[config.mk]
export PLATFORM = sky130hd
export DESIGN_NAME = demux_1_4_32
export DESIGN_NICKNAME = d
export VERILOG_FILES = /design/src/rtl/demux_1_4_32_pkg.sv /design/src/rtl/demux_1_4_32_fifo2_34.sv /design/src/rtl/demux_1_4_32.sv
export SDC_FILE = /design/constraint.sdc
export NUM_CORES = 1
export LEC_CHECK = 0
export ABC_AREA = 1
export BUFFER_PORTS_ARGS = -buffer_cell sky130_fd_sc_hd__buf_2
export CORE_MARGIN = 4
export CORE_UTILIZATION = 55
export CTS_CLUSTER_DIAMETER = 200
export CTS_CLUSTER_SIZE = 16
export DETAILED_ROUTE_END_ITERATION = 16
export PLACE_DENSITY_LB_ADDON = 0.2
export SLEW_MARGIN = 10
export SYNTH_ARGS = -nofsm -noshare
export SYNTH_HDL_FRONTEND = slang
export SYNTH_HIERARCHICAL = 1
export SYNTH_SLANG_ARGS = --single-unit
[constraint.sdc]
create_clock -name clk -period 4.9 [get_ports clk]
set_clock_uncertainty 0.2 [all_clocks]
set_input_delay 0.98 -clock clk [delete_from_list [all_inputs] [get_ports clk]]
set_output_delay 0.98 -clock clk [all_outputs]
set_load 0.1 [all_outputs]
[src/rtl/demux_1_4_32_pkg.sv]
// Shared definitions for the demux_1_4_32 router: default width, sink-select codes,
// buffer-occupancy state encodings and the head-select one-hot decode.
package demux_1_4_32_pkg;

  localparam int DATA_W_DEF = 32;
  localparam int SEL_W      = 2;
  localparam int N_SINK     = 4;

  localparam logic [SEL_W-1:0] SEL_SINK0 = 2'd0;
  localparam logic [SEL_W-1:0] SEL_SINK1 = 2'd1;
  localparam logic [SEL_W-1:0] SEL_SINK2 = 2'd2;
  localparam logic [SEL_W-1:0] SEL_SINK3 = 2'd3;

  typedef enum logic [1:0] {
    ST_EMPTY = 2'd0,
    ST_ONE   = 2'd1,
    ST_TWO   = 2'd2
  } state_e;

  function automatic logic [N_SINK-1:0] sel_onehot(input logic [SEL_W-1:0] sel);
    logic [N_SINK-1:0] oh;
    oh = '0;
    case (sel)
      SEL_SINK0: oh = 4'b0001;
      SEL_SINK1: oh = 4'b0010;
      SEL_SINK2: oh = 4'b0100;
      SEL_SINK3: oh = 4'b1000;
      default:   oh = 4'b0000;
    endcase
    return oh;
  endfunction

endpackage

[src/rtl/demux_1_4_32_fifo2_34.sv]
// Two-entry in-order buffer holding {sel,data}; head/tail registers with an
// EMPTY/ONE/TWO occupancy FSM and a registered write-ready.
module fifo2_34
  import demux_1_4_32_pkg::*;
#(
  parameter int W = 34
) (
  input  logic         clk,
  input  logic         rst_n,
  input  logic [W-1:0] wr_data_i,
  input  logic         wr_valid_i,
  output logic         wr_ready_o,
  output logic [W-1:0] rd_data_o,
  output logic         rd_valid_o,
  input  logic         rd_ready_i
);

  state_e         state_q, state_d;
  logic [W-1:0]   head_q, head_d;
  logic [W-1:0]   tail_q, tail_d;
  logic           rdy_q;
  logic           wr_fire;
  logic           rd_fire;

  assign wr_fire = wr_valid_i & rdy_q;
  assign rd_fire = rd_ready_i & (state_q != ST_EMPTY);

  always_comb begin
    state_d = state_q;
    head_d  = head_q;
    tail_d  = tail_q;
    case (state_q)
      ST_EMPTY: begin
        if (wr_fire) begin
          head_d  = wr_data_i;
          state_d = ST_ONE;
        end
      end
      ST_ONE: begin
        if (wr_fire && rd_fire) begin
          head_d = wr_data_i;
        end else if (wr_fire) begin
          tail_d  = wr_data_i;
          state_d = ST_TWO;
        end else if (rd_fire) begin
          state_d = ST_EMPTY;
        end
      end
      ST_TWO: begin
        if (rd_fire) begin
          head_d  = tail_q;
          state_d = ST_ONE;
        end
      end
      default: state_d = ST_EMPTY;
    endcase
  end

  // Ready is registered so it stays low for the whole reset and rises on the first edge after release.
  always_ff @(posedge clk) begin
    if (!rst_n) begin
      state_q <= ST_EMPTY;
      head_q  <= '0;
      tail_q  <= '0;
      rdy_q   <= 1'b0;
    end else begin
      state_q <= state_d;
      head_q  <= head_d;
      tail_q  <= tail_d;
      rdy_q   <= (state_d != ST_TWO);
    end
  end

  assign wr_ready_o = rdy_q;
  assign rd_data_o  = head_q;
  assign rd_valid_o = (state_q != ST_EMPTY);

endmodule

[src/rtl/demux_1_4_32.sv]
// Registered 1-to-4 word router with a 2-deep in-order buffer (head-of-line blocking).
// Optional per-sink transfer counters on cnt_flat when DEMUX_COUNT_EN is defined.
module demux_1_4_32
  import demux_1_4_32_pkg::*;
#(
`ifdef DEMUX_COUNT_EN
  parameter int CNT_W  = 16,
`endif
  parameter int DATA_W = DATA_W_DEF
) (
  input  logic              clk,
  input  logic              rst_n,
  input  logic [DATA_W-1:0] in_data,
  input  logic [SEL_W-1:0]  in_sel,
  input  logic              in_valid,
  output logic              in_ready,
  output logic [DATA_W-1:0] out_data,
  output logic [N_SINK-1:0] out_valid,
  input  logic [N_SINK-1:0] out_ready
`ifdef DEMUX_COUNT_EN
  ,
  output logic [N_SINK*CNT_W-1:0] cnt_flat
`endif
);

  logic [DATA_W+SEL_W-1:0] head;
  logic                    head_vld;
  logic                    drain;

  fifo2_34 #(
    .W (DATA_W + SEL_W)
  ) u_fifo (
    .clk        (clk),
    .rst_n      (rst_n),
    .wr_data_i  ({in_sel, in_data}),
    .wr_valid_i (in_valid),
    .wr_ready_o (in_ready),
    .rd_data_o  (head),
    .rd_valid_o (head_vld),
    .rd_ready_i (drain)
  );

  // Only the addressed sink's ready can retire the head word.
  assign out_data  = head[DATA_W-1:0];
  assign out_valid = head_vld ? sel_onehot(head[DATA_W+SEL_W-1:DATA_W]) : '0;
  assign drain     = |(out_valid & out_ready);

`ifdef DEMUX_COUNT_EN
  logic [CNT_W-1:0] cnt_q [N_SINK];

  always_ff @(posedge clk) begin
    if (!rst_n) begin
      for (int k = 0; k < N_SINK; k++) cnt_q[k] <= '0;
    end else begin
      for (int k = 0; k < N_SINK; k++) begin
        if (out_valid[k] && out_ready[k]) cnt_q[k] <= cnt_q[k] + 1'b1;
      end
    end
  end

  for (genvar g = 0; g < N_SINK; g++) begin : g_cnt
    assign cnt_flat[g*CNT_W +: CNT_W] = cnt_q[g];
  end
`endif

endmodule

* Yosys cells after proc, flatten, opt, wreduce, memory -nomap -nowiden
Index checks and enable logic that the tools add are counted.
** Operators by class
- Equality and inequality tests :: 9
- Muxes and demuxes :: 12
- Bitwise gates (word level) :: 4
- Reductions and logical operators :: 8
** Operators with widths (number)
- $mux 34 :: 3
- $pmux 34 s3 :: 1
- $pmux 4 s4 :: 1
- $mux 2 :: 5
- $eq 2x2->1 const B :: 3
- $ne 2x1->1 const B :: 3
- $pmux 2 s3 :: 1
- $and 4x4->4 :: 1
- $eq 2x1->1 const B :: 2
- $logic_not 2->1 :: 2
- $mux 4 :: 1
- $reduce_and 4->1 :: 1
- $reduce_or 4->1 :: 1
- $reduce_and 3->1 :: 1
- $reduce_bool 3->1 :: 1
- $and 1x1->1 :: 2
- $ne 2x2->1 const B :: 1
- $reduce_bool 2->1 :: 1
- $logic_and 1x1->1 :: 1
- $not 1->1 :: 1
** Word-level totals
- Register bits :: 71
- Bits of input ports :: 41
- Output and inout port bits :: 37
- Logic and storage cells :: 37

* Longest topological paths before layout
- Depth in word-level cells :: 11
- Mapped depth :: 13
- Depth with buffers taken out :: 12

* Hierarchy
Netlist, hierarchy kept.
** By module, submodules not included
- fifo2_34 :: instances 1, cells an instance 491, area each 3098.0 sq um, sequential area each 1421.4 sq um
- demux_1_4_32 :: instances 1, cells an instance 20, area each 83.8 sq um, sequential area each 0.0 sq um

* Least setup slack after synthesis
OpenSTA, ideal clock, no wires.
- Kind :: reg2out
- Start point :: register u_fifo.state_q[1]
- End point :: output port out_valid[0]
- Arrival :: 2.658 ns
- Required time :: 3.720 ns
- Slack :: 1.062 ns
- Cell stages (with the launch flop) :: 5
- Path buffers :: 0
- Cell sequence :: dfxtp_1 inv_2 nand2_1 inv_1 nor3_1
** On the way
- Longest elaborated chain between the ends :: 2
** Ends and longest elaborated chain
- start: declaration :: line demux_1_4_32_fifo2_34.sv:18 : state_e state_q, state_d;
- start signal: assignment :: line demux_1_4_32_fifo2_34.sv:67 : state_q <= state_d;
- $reduce_bool 2->1 :: line demux_1_4_32_fifo2_34.sv:76 : assign rd_valid_o = (state_q != ST_EMPTY);
- via head_vld :: line demux_1_4_32.sv:27 : logic head_vld;
- $mux 4 :: line demux_1_4_32.sv:45 : assign out_valid = head_vld ? sel_onehot(head[DATA_W+SEL_W-1:DATA_W]) : '0;
- end: declaration :: line demux_1_4_32.sv:18 : output logic [N_SINK-1:0] out_valid,
The timed path passes the listed nets, and every way through them passes these cells.

* Worst setup path in the final report
Same ends and word-level chain as after synthesis.

==> run_results.csv <==
group,metric,value,unit
finish,stdcell_count,650,
yosys,post_synth_num_cell_types,19,
yosys,dominantRegCellSynth,"sky130_fd_sc_hd__dfxtp_1",
finish,mostFrequentLayoutCells,"175 x sky130_fd_sc_hd__nand2_1, 141 x sky130_fd_sc_hd__nor2_1, 77 x sky130_fd_sc_hd__buf_2",
global_route,grt_antenna_before_repair,0,
clocking,clk_tree_root_cell,"sky130_fd_sc_hd__clkbuf_8",
route,drt-pass1-iter-count,5,
global_route,vias_in_the_first_global_route,2958,
yosys,postSynthAreaPerCell,6.23,um^2
worst_setup_path,cp-end-kind,"primary output",
worst_setup_path,critPathSlowestCell,"sky130_fd_sc_hd__buf_2",
global_route,grt_use_met3,5.23,%
timing,slew_limit_headroom,20.7,%
finish,final.fill_count,542,
clocking,post-cts-setup-buffers,0,
place,place_congestion,0.721,
floorplanning,floorplan.initialDensity,57.1,%
clocking,cts-hold-fix-buffers,0,
power,cellLeakagePower,0.00211,uW
worst_setup_path,critical-path-max-stage-delay,0.45,ns
floorplanning,ios,78,
yosys,synth_top_area_cell,"sky130_fd_sc_hd__dfxtp_1",
timing,worst_pin_slew,1.19,ns
timing,finalCriticalPeriod,2.81,ns
yosys,synthesis.instances,511,
place,place.detailed.instances,635,
worst_setup_path,depth_of_the_worst_register_to_register_path,11,
global_route,grtUsageMet2,36.3,%
timing,layout_worst_path_cycle_share,57.3,%
timing,slew_viol_final,0,
worst_setup_path,timing.critical_path.fanout_max,7,
timing,timing_hold_violations_final,0,
worst_setup_path,timing.critical_path.arrival,1.63,ns
finish,post-route-util,66.4,%
worst_setup_path,cp_data_required_time,3.72,ns
hold_path,whs_endpoint,"u_fifo/tail_q[32]$_SDFFE_PN0P_",
yosys,async_reset_ff_share,0,%
clocking,tritoncts_clock_tree,"done",
power,vdd_drop_max,0.000248,V
clocking,postCtsResizedCells,0,
route,avgRoutedWirePerCell,10.8,um
yosys,synth.yosys.seq_area_share,44.7,%
route,drt_iter0_drcs,162,
finish,layout.nets,615,
floorplanning,fp.dieH,84.1,um
yosys,synth_warnings,6,
timing,minimum_setup_slack_in_the_final_design,2.09,ns
floorplanning,placement_rows,27,
finish,finalInstanceArea,3700,um^2
finish,final_layout_size_suffix_gt1_share,16.6,%
floorplanning,die-area,7070,um^2
worst_setup_path,worstPathBufferInverterCount,3,
yosys,synth_fp_nets,552,
finish,diodes,0,
finish,seq_area,1420,um^2
clocking,clk_transition_reported_paths,0.07,ns
clocking,numCtsBuffers,9,
floorplanning,core_region_area,5570,um^2
finish,area_growth_syn_to_layout,16.2,%
power,pwr_density_cell,376,nW/um^2
clocking,clockBufferDepth,2,
timing,max_freq,356,MHz
finish,layout_commonest_cell,"sky130_fd_sc_hd__nand2_1",
yosys,synth_area,3180,um^2
worst_setup_path,worst_r2r_startpoint,"u_fifo/state_q[1]$_SDFF_PN0_",
worst_setup_path,reg2reg_slack,2.20,ns
finish,multiInputGateArea,1460,um^2
worst_setup_path,criticalPathCategory,"reg -> out",
hold_path,hold_path_depth,2,
clocking,htree_levels,3,
worst_setup_path,critPathTopFamily,"buffers and inverters",
floorplanning,floorplan.die.width,84.1,um
timing,finalSetupViolations,0,
global_route,grt_first_pass_wirelength,12.5,mm
yosys,netlist_top_cells_area,"sky130_fd_sc_hd__dfxtp_1 45%, sky130_fd_sc_hd__nand2_1 21%, sky130_fd_sc_hd__nor2_1 17%",
yosys,synth_seq_cells,71,
global_route,busiest_layer,"met2",
run,number_of_violations_of_the_max_capacitance_limit,0,
run_status,status,"completed",
global_route,groute.usage.overall,20.9,%
worst_setup_path,startpoint_type,"flip-flop",
clocking,clkSinkCount,71,
worst_setup_path,worst_reg2reg_endpoint,"u_fifo/tail_q[21]$_SDFFE_PN0P_",
yosys,synth-edff-count,0,
place,dpl-instance-area,3540,um^2
clocking,source_to_sink_clock_delay_at_the_later_pin_of_the_worst_skew_pair,0.33,ns
global_route,grt_start_max_net_pins,70,
place,port_buffers,77,
route,detail_route.wirelength,6.99,mm
hold_path,min_path_type,"reg -> reg",
timing,grt_setup_unrepaired,"no",
route,post_drt_via_cell_ratio,4.73,
worst_setup_path,crit_chain,"inv_2 > nand2_1 > inv_1 > nor3_1 > buf_2",
global_route,global_route.usage.met1,25.2,%
place,dp_worst_setup_slack,1.84,ns
timing,timing.setup.tns,0,ns
route,route.antenna.remaining_nets,0,
route,route.vias.total,3072,
place,half_perimeter_wire_length_after_placement,4.34,mm
route,route.detailed.drc,0,
hold_path,timing.hold.worst.start,"u_fifo/tail_q[32]$_SDFFE_PN0P_",
global_route,globalRoute.totalOverflow,0,
yosys,synth_largest_type_area_fraction,44.7,%
report_power, final:
part | internal (uW) | switching, uW | total, uW | leakage, uW
combinational | 70.5 | 298 | 368 | 0.00145
sequential | 615 | 19.8 | 635 | 0.000580
clock | 195 | 194 | 389 | 0.0000805
worst max-delay path by stage:
stage                                      start                        endpoint  slack (ns)  depth (start not counted)
floorplan           u_fifo/state_q[1]$_SDFF_PN0_                    out_valid[0]        1.06                          4
global placement                    out_ready[3]  u_fifo/tail_q[20]$_SDFFE_PN0P_        1.91                         10
detailed placement                  out_ready[3]   u_fifo/tail_q[0]$_SDFFE_PN0P_        1.84                         10
CTS                 u_fifo/state_q[1]$_SDFF_PN0_                    out_valid[1]        2.07                          5
global route        u_fifo/state_q[1]$_SDFF_PN0_  u_fifo/tail_q[15]$_SDFFE_PN0P_        1.92                         11
finish              u_fifo/state_q[1]$_SDFF_PN0_                    out_valid[0]        2.09                          5
area by class of cell:
type	instances	share of cell area, %
multi-input cells	367	39.5
clock buffers	14	4.13
well taps	72	2.44
clock inverters	1	0.135
flip-flops and latches	71	38.4
inverters	47	4.77
repair buffers	78	10.6
metrics by stage:
| stage | total power (uW) | hold slack (ns) |
|---|---|---|
| after floorplan | 954 | 0.264 |
| after global placement | 1010 | 0.281 |
| after detailed placement | 1020 | 0.285 |
| after CTS | 1410 | 0.304 |
| after global routing | 1460 | 0.329 |
| final | 1390 | 0.299 |
registers in the layout, summed over array words and instances (netlist names):
name,cells
u_fifo/state_q,2
u_fifo/rd_data_o,34
u_fifo/tail_q,34
u_fifo/wr_ready_o,1
tightest hold or removal path, delay by kind of cell (launching register included):
family | cells | cell delay [ns]
AO/OA/AOI/OAI | 1 | 0.07
flip-flops | 1 | 0.33
AND/OR/NAND/NOR | 1 | 0.07
Yosys cell counts, types with 3 or more instances:
cell type,instances
sky130_fd_sc_hd__buf_2,13
sky130_fd_sc_hd__clkbuf_1,11
sky130_fd_sc_hd__dfxtp_1,71
sky130_fd_sc_hd__inv_1,44
sky130_fd_sc_hd__inv_2,3
sky130_fd_sc_hd__nand2_1,175
sky130_fd_sc_hd__nand2_2,3
sky130_fd_sc_hd__nand3_1,5
sky130_fd_sc_hd__nor2_1,141
sky130_fd_sc_hd__o21ai_0,30
sky130_fd_sc_hd__o21ai_1,4
cell families (layout without fill, tap and decap cells):
group	after synthesis	in the layout	share of synthesized area, %
AND/OR/NAND/NOR	331	331	40.0
AO/OA/AOI/OAI	36	36	5.70
flip-flops	71	71	44.7
buffers and inverters	73	140	9.59
metal layers:
metal / part of all wire, % / vias up
li1: - / 1645
met1: 45 / 1346
met2: 48 / 79
met3: 5.9 / 2
met4: 0.41 / 0
met5: 0 / -
No activity file was read; power rests on OpenSTA's default activity.
